## config.mk

```make
export PLATFORM = sky130hd
export DESIGN_NAME = panel_input
export DESIGN_NICKNAME = d
export VERILOG_FILES = /design/src/rtl/panel_pkg.sv /design/src/rtl/panel_input_btn_debounce.sv /design/src/rtl/panel_input.sv
export SDC_FILE = /design/constraint.sdc
export NUM_CORES = 1
export LEC_CHECK = 0
export ABC_AREA = 0
export BUFFER_PORTS_ARGS = -buffer_cell sky130_fd_sc_hd__buf_2
export CORE_MARGIN = 2
export CORE_UTILIZATION = 35
export DETAILED_ROUTE_END_ITERATION = 16
export PLACE_DENSITY_LB_ADDON = 0.1
export SLEW_MARGIN = 20
export SYNTH_ARGS = -nofsm -noshare
export SYNTH_HDL_FRONTEND = slang
export SYNTH_SLANG_ARGS = --single-unit
```

## constraint.sdc

```tcl
create_clock -name clk_i -period 1.9 [get_ports clk_i]
set_input_delay 0.38 -clock clk_i [delete_from_list [all_inputs] [get_ports clk_i]]
set_output_delay 0.38 -clock clk_i [all_outputs]
set_load 0.1 [all_outputs]
```

## src/rtl/panel_pkg.sv

```systemverilog
// panel_pkg: shared panel mode one-hot codes, command op codes, button indices and mode stepping
package panel_pkg;
  localparam logic [2:0] COND_CNT_EN = 3'b100;
  localparam logic [2:0] COND_LRU_WR = 3'b010;
  localparam logic [2:0] COND_LRU_RD = 3'b001;
  localparam logic [1:0] OP_CNT_TOGGLE = 2'b00;
  localparam logic [1:0] OP_LRU_WR = 2'b01;
  localparam logic [1:0] OP_LRU_RD = 2'b10;
  localparam logic [1:0] OP_CLR = 2'b11;
  localparam int BTN_C = 0;
  localparam int BTN_U = 1;
  localparam int BTN_L = 2;
  localparam int BTN_R = 3;
  typedef enum logic [2:0] {
    CNT_EN = COND_CNT_EN,
    LRU_WR = COND_LRU_WR,
    LRU_RD = COND_LRU_RD
  } mode_e;
  function automatic mode_e mode_step(input mode_e m, input logic fwd);
    return fwd ? (m == CNT_EN ? LRU_WR : m == LRU_WR ? LRU_RD : CNT_EN)
               : (m == CNT_EN ? LRU_RD : m == LRU_RD ? LRU_WR : CNT_EN);
  endfunction
endpackage

```

## src/rtl/panel_input_btn_debounce.sv

```systemverilog
// btn_debounce: two-flop synchronizer, stability counter, stable level and registered press pulse
module btn_debounce #(
  parameter int DEBOUNCE_CYCLES = 100000
) (
  input  logic clk_i,
  input  logic rst_i,
  input  logic btn_i,
  output logic press_o
);
  localparam int CW = $clog2(DEBOUNCE_CYCLES);
  logic [1:0] sync_q, sync_d;
  logic [CW-1:0] cnt_q, cnt_d;
  logic stable_q, stable_d, prev_q, press_q, press_d;
  always_comb begin
    sync_d = {sync_q[0], btn_i};
    stable_d = (sync_q[1] != stable_q && cnt_q == CW'(DEBOUNCE_CYCLES - 1)) ? sync_q[1] : stable_q;
    cnt_d = (sync_q[1] == stable_q || stable_d != stable_q) ? '0 : cnt_q + 1'b1;
    press_d = stable_q & ~prev_q;
  end
  always_ff @(posedge clk_i) begin
    if (rst_i) begin
      sync_q <= '0;
      cnt_q <= '0;
      stable_q <= 1'b0;
      prev_q <= 1'b0;
      press_q <= 1'b0;
    end else begin
      sync_q <= sync_d;
      cnt_q <= cnt_d;
      stable_q <= stable_d;
      prev_q <= stable_q;
      press_q <= press_d;
    end
  end
  assign press_o = press_q;
endmodule

```

## src/rtl/panel_input.sv

```systemverilog
// panel_input: debounced front-panel buttons drive the one-hot mode and valid/ready commands; define PANEL_DROP_CNT_EN to add drop_cnt_o
module panel_input
  import panel_pkg::*;
#(
  parameter int DEBOUNCE_CYCLES = 100000,
  parameter int SW_W = 16
) (
  input  logic            clk_i,
  input  logic            rst_i,
  input  logic [3:0]      btn_i,
  input  logic [SW_W-1:0] sw_i,
  output logic [2:0]      state_o,
  output logic [SW_W-1:0] sw_o,
  output logic            cmd_valid_o,
  input  logic            cmd_ready_i,
  output logic [1:0]      cmd_op_o,
  output logic [SW_W-1:0] cmd_data_o,
  output logic            busy_o
`ifdef PANEL_DROP_CNT_EN
  ,
  output logic [7:0]      drop_cnt_o
`endif
);
  logic [3:0] press;
  logic [SW_W-1:0] sw1_q, sw_q, sw1_d, sw_d;
  mode_e mode_q, mode_d;
  logic valid_q, valid_d, issue, step;
  logic [1:0] op_q, op_d;
  logic [SW_W-1:0] data_q, data_d;
  for (genvar i = 0; i < 4; i++) begin : g_btn
    btn_debounce #(.DEBOUNCE_CYCLES(DEBOUNCE_CYCLES)) u_db (
      .clk_i  (clk_i),
      .rst_i  (rst_i),
      .btn_i  (btn_i[i]),
      .press_o(press[i])
    );
  end
  always_comb begin
    sw1_d = sw_i;
    sw_d = sw1_q;
    issue = ~valid_q & (press[BTN_U] | press[BTN_C]);
    step = ~valid_q & ~issue & (press[BTN_R] ^ press[BTN_L]);
    valid_d = issue | (valid_q & ~cmd_ready_i);
    op_d = !issue ? op_q : press[BTN_U] ? OP_CLR : mode_q == CNT_EN ? OP_CNT_TOGGLE :
           mode_q == LRU_WR ? OP_LRU_WR : OP_LRU_RD;
    data_d = !issue ? data_q : (press[BTN_U] | (mode_q == CNT_EN)) ? '0 : sw_q;
    mode_d = step ? mode_step(mode_q, press[BTN_R]) : mode_q;
  end
  always_ff @(posedge clk_i) begin
    if (rst_i) begin
      sw1_q <= '0;
      sw_q <= '0;
      mode_q <= CNT_EN;
      valid_q <= 1'b0;
      op_q <= '0;
      data_q <= '0;
    end else begin
      sw1_q <= sw1_d;
      sw_q <= sw_d;
      mode_q <= mode_d;
      valid_q <= valid_d;
      op_q <= op_d;
      data_q <= data_d;
    end
  end
  assign state_o = mode_q;
  assign sw_o = sw_q;
  assign cmd_valid_o = valid_q;
  assign busy_o = valid_q;
  assign cmd_op_o = op_q;
  assign cmd_data_o = data_q;
`ifdef PANEL_DROP_CNT_EN
  logic [7:0] drop_q, drop_d;
  logic drop;
  always_comb begin
    drop = valid_q ? (press[BTN_U] | press[BTN_C]) : (press[BTN_U] & press[BTN_C]);
    drop_d = (drop && drop_q != 8'hFF) ? drop_q + 8'd1 : drop_q;
  end
  always_ff @(posedge clk_i) begin
    if (rst_i) drop_q <= '0;
    else drop_q <= drop_d;
  end
  assign drop_cnt_o = drop_q;
`endif
endmodule

```

Word-level counts from Yosys, hierarchy flattened
Index checks and enable logic that the tools add are counted.

operators by class
  add/sub/neg operators = 4
  $mul = 0
  div/mod/pow operators = 0
  order comparisons = 0
  equal/unequal tests = 19
  shift operators = 0
  mux-type cells = 13
  bitwise logic cells = 19
  reductions and logical operators = 12

operators by type and width
  cell                                                             number
  17-bit by 1-bit adder with 17-bit output, second input constant  4
  17-bit == test, second input constant                            4
  16-bit two-way mux                                               1
  3-bit two-way mux                                                5
  1-bit AND                                                        8
  1-bit inequality test                                            8
  2-bit OR reduction                                               4
  1-bit NOT                                                        7
  2-bit two-way mux                                                3
  1-bit == test                                                    4
  1-bit logical AND                                                4
  1-bit logical OR                                                 4
  1-bit two-way mux                                                4
  3-bit by 1-bit == test with 1-bit output, second input constant  1
  3-bit by 2-bit == test with 1-bit output, second input constant  1
  3-bit == test, second input constant                             1
  1-bit bitwise OR                                                 3
  1-bit XOR                                                        1

word-level totals
  register bits = 142
  latch bits = 0
  RAM bits = 0
  ROM bits = 0
  input bits = 23
  output and inout bits = 39
  word-level logic and storage cells = 93
  memories = 0

Depth between registers and ports, before layout
  word-level depth = 6
  depth in mapped cells = 7
  mapped depth without buffers = 5

By module
From an unflattened synthesis, not the netlist that was laid out.

unflattened totals
  cells, all modules = 560
  area total of the unflattened synthesis = 5497.8 um^2

modules (own cells, without submodules)
  module        instances  cells an instance  area each (um^2)  seq. area each (um^2)
  btn_debounce  4          98                 923.4             440.4
  panel_input   1          168                1804.2            1081.0

Least setup slack after synthesis
No wires, ideal clock.

  path kind = register -> register
  from = register mode_q[0], in the netlist state_o[0]
  to = register data_q[10], in the netlist cmd_data_o[10]
  setup time = 0.068 ns
  arrival time = 2.292 ns
  required time = 1.832 ns
  slack = -0.460 ns
  cell stages (with the launch flop) = 7
  buffers on the path = 2
  period minus slack after synthesis = 2.360 ns
  cells stage by stage = dfxtp_1 clkbuf_1 nor3b_1 nor3_1 clkbuf_1 a22oi_1 nor2_1

on the way
  longest elaborated chain between the ends = 3

RTL lines
  item                      RTL line           text
  start: declaration        panel_input.sv:26  mode_e mode_q, mode_d;
  start signal: assignment  panel_input.sv:60  mode_q <= mode_d;
  3-bit == test             panel_input.sv:46  data_d = !issue ? data_q : (press[BTN_U] | (mode_q == CNT_EN)) ? '0 : sw_q;
  1-bit bitwise OR          panel_input.sv:46
  16-bit two-way mux        panel_input.sv:46
  end signal: assignment    panel_input.sv:63  data_q <= data_d;
  end: declaration          panel_input.sv:29  logic [SW_W-1:0] data_q, data_d;

Every way passes these cells.
A chain may end at the register's enable or synchronous reset.

Worst setup path in the final report
  from = register g_btn[1].u_db.cnt_q[12]
  to = register g_btn[1].u_db.cnt_q[12]

on the way
  longest elaborated chain between the ends = 6
  elaborated cells on any way between the ends = 7
  those cells by class = 1 x add/sub; 2 x eq/ne; 1 x mux; 3 x reduce/logical

RTL lines
  item                                                                                              RTL line                        text
  start: declaration                                                                                panel_input_btn_debounce.sv:12  logic [CW-1:0] cnt_q, cnt_d;
  start signal: assignment                                                                          panel_input_btn_debounce.sv:29  cnt_q <= cnt_d;
  parallel branches: the longest is 6 deep, another holds 17-bit by 1-bit adder with 17-bit output  --

Several ways; the timed one is not identified.

==> reports/qor.csv <==
stage,metric,value,unit
outcome,status,finished clean,
place,gp_congestion,0.782,
synthesis,synth.distinct_cells,41,
synthesis,synth_edf_count,0,
place,place_ws,72.5,ps
finish,fin_cells,841,
place,place_inst,808,
global_routing,grt_overflow_total,0,
finish,antenna_cells,0,
die,coreArea,15100,sq um
power_and_ir_drop,seqPwrFrac,47.3,%
job,drv_cap,0,
synthesis,synth_area_leaders,"dfxtp_1, nor2_1, nor2b_1",
routing,post_drt_wl_per_cell,12.1,microns
finish,finish.utilization,43.6,%
finish,drive_gt1_share,20.1,%
global_routing,antenna_found_initial,0,
synthesis,netlist_area,5360,sq um
global_routing,grt_pass1_wl,17600,microns
sta,hold_viol,0,
setup_path,crit_path_max_fanout,17,
sta,setup_viol,0,
clocking,cts_tree,yes,
synthesis,synth-async-reset-ratio,0,%
synthesis,synthFlopType,dfxtp_1,
global_routing,grt_pass1_vias,3830,
routing,drc,0,
synthesis,synth_area_per_cell,9.56,sq um
die,initial_utilization,35.5,%
power_and_ir_drop,vdd_drop_max,0.000734,V
routing,drt.antenna.violating_nets,0,
sta,skew,10.8,ps
clocking,clkTransAtPathRegs,60,ps
power_and_ir_drop,p_leak,2.43,nW
place,place_area,5980,sq um
clocking,clk_path_buf_depth,2,
die,die_w,128,microns
synthesis,ys_seq_elements,142,
synthesis,synth_warnings,0,
sta,slew_violations,0,
sta,relSlewSlack,52.8,%
sta,tightest_slew,706,ps
synthesis,yosysMostFrequentCell,dfxtp_1,
clocking,clock_latency,420,ps
die,die_h,128,microns
hold_path,min_path_type,in -> reg,
setup_path,startpoint_type,flip-flop,
synthesis,synth.top_cells.by_count,"dfxtp_1, nor2_1, nor2b_1, xnor2_1, xor2_1",
sta,setup_tns,0,ps
sta,timing.final.ws_setup,40.4,ps
setup_path,critPathArrivalTime,2160,ps
die,dieArea,16300,sq um
power_and_ir_drop,swShare,23.0,%
routing,dr.pass1.iters,4,
power_and_ir_drop,power.density,975,nW/um^2
routing,drt_wl_total,10200,microns
finish,area_delta_synth_final,22.8,%
sta,whs,137,ps
die,io_pins,62,
sta,fmax,0.538,GHz
synthesis,synth_top_area_share,53.1,%
power_and_ir_drop,finalPower,6.41,mW
routing,vias,3957,
power_and_ir_drop,p_int,4.94,mW
sta,post-route-period-util,97.9,%
synthesis,syn_inst,560,
power_and_ir_drop,clock_power_share,49.3,%
place,dpl.hpwl,6900,microns
place,port_buffers,61,
global_routing,grt_usage,13.4,%
setup_path,end_kind,flip-flop,
synthesis,ys_seq_area_share,53.1,%
sta,fin_crit,1860,ps
global_routing,grt_max_degree,34,
routing,vias_per_cell,4.71,
synthesis,yosysTopAreaCell,dfxtp_1,
clocking,root_buffer,clkbuf_16,
finish,final_area,6580,sq um
synthesis,synth_nets,587,
setup_path,crit_required,2200,ps
setup_path,crit_type,reg -> reg,
clocking,cts_sinks,142,
finish,final_nets,667,
die,rows,45,
clocking,cts_buffers,17,
power_and_ir_drop,pwr-share-comb,3.3,%
clocking,cts_htree_levels,4,
power_and_ir_drop,p_sw,1.47,mW
routing,drtIter0Drc,160,
layout make-up:
| type | count | area, sq um |
|---|---|---|
| flip-flops and latches | 142 | 2850 |
| fillers | 1496 | 8510 |
| inverters | 12 | 45.0 |
| clock inverters | 13 | 128 |
| well taps | 188 | 235 |
| repair buffers | 82 | 488 |
| clock buffers | 19 | 443 |
| multi-input cells | 385 | 2390 |
routing by layer:
layer	up-vias	wire length (microns)	share of wire, %	global-route usage, %
li1	2074	-	-	-
met1	1825	4920	48	16.6
met2	52	4740	46	21.4
met3	6	429	4.2	5.13
met4	0	107	1.0	5.17
met5	-	0	0	0
registers in the layout (all words and copies together) (netlist names):
name and flops:
busy_o 1, g_btn.u_db.stable_q 4, sw_o 16, g_btn.u_db.prev_q 4, g_btn.u_db.press_o 4, sw1_q 16, cmd_op_o 2, g_btn.u_db.sync_q 8
state_o 3, g_btn.u_db.cnt_q 68, cmd_data_o 16
critical path: stages, from the launching register on:
cell and delay (ps):
dfxtp_2 320, or4_4 520, or4_4 460, o211ai_4 220, buf_12 170, nor2_1 60
kinds of logic (layout without fill, tap and decap cells):
logic type,after synthesis,count (layout),share of synthesized area [%]
AO/OA/AOI/OAI,40,40,5.00
buffers and inverters,33,126,2.80
multiplexers,2,2,0.374
AND/OR/NAND/NOR,277,277,27.7
adder cells (fa/ha/maj),4,4,0.935
XOR/XNOR,62,62,10.1
flip-flops,142,142,53.1
placed cells by master (no fill, tap or decap), types with 13 or more instances in the layout:
cell type and count:
a22oi_1 16, nor3_1 15, nand4_1 26, buf_2 61
nor4_1 13, dfxtp_1 137, buf_4 19, xnor2_1 31
nand2_1 21, clkbuf_16 17, nand3_1 26, nor2_1 84
nor2b_1 49, xor2_1 31
power by group through the flow:
stage | combinational, mW | clock (mW) | sequential, mW
global route | 0.229 | 3.41 | 3.04
detailed placement | 0.217 | 0 | 3.10
finish | 0.215 | 3.16 | 3.03
global placement | 0.217 | 0 | 3.10
CTS | 0.218 | 3.27 | 3.03
floorplan | 0.0627 | 0 | 3.20
what timing repair did:
item | 4_1_cts | 5_1_grt
gates resized for setup | 0 | 5
setup endpoints to repair | 0 | 18
hold buffers | 0 | 0
endpoints found under the hold margin | 0 | 0
buffers inserted | 0 | 1
path summary, 6_finish.rpt:
| check | startpoint | endpoint | slack (ps) | cells past startpoint |
|---|---|---|---|---|
| max reg2reg | g_btn[1].u_db.cnt_q[12] | g_btn[1].u_db.cnt_q[12] | 40 | 5 |
| max | g_btn[1].u_db.cnt_q[12] | g_btn[1].u_db.cnt_q[12] | 40 | 5 |
| min reg2reg | g_btn[0].u_db.prev_q | g_btn[0].u_db.press_o | 380 | 1 |
| min | cmd_ready_i | busy_o | 140 | 2 |
Note: power is estimated with default switching activity, not from simulation.
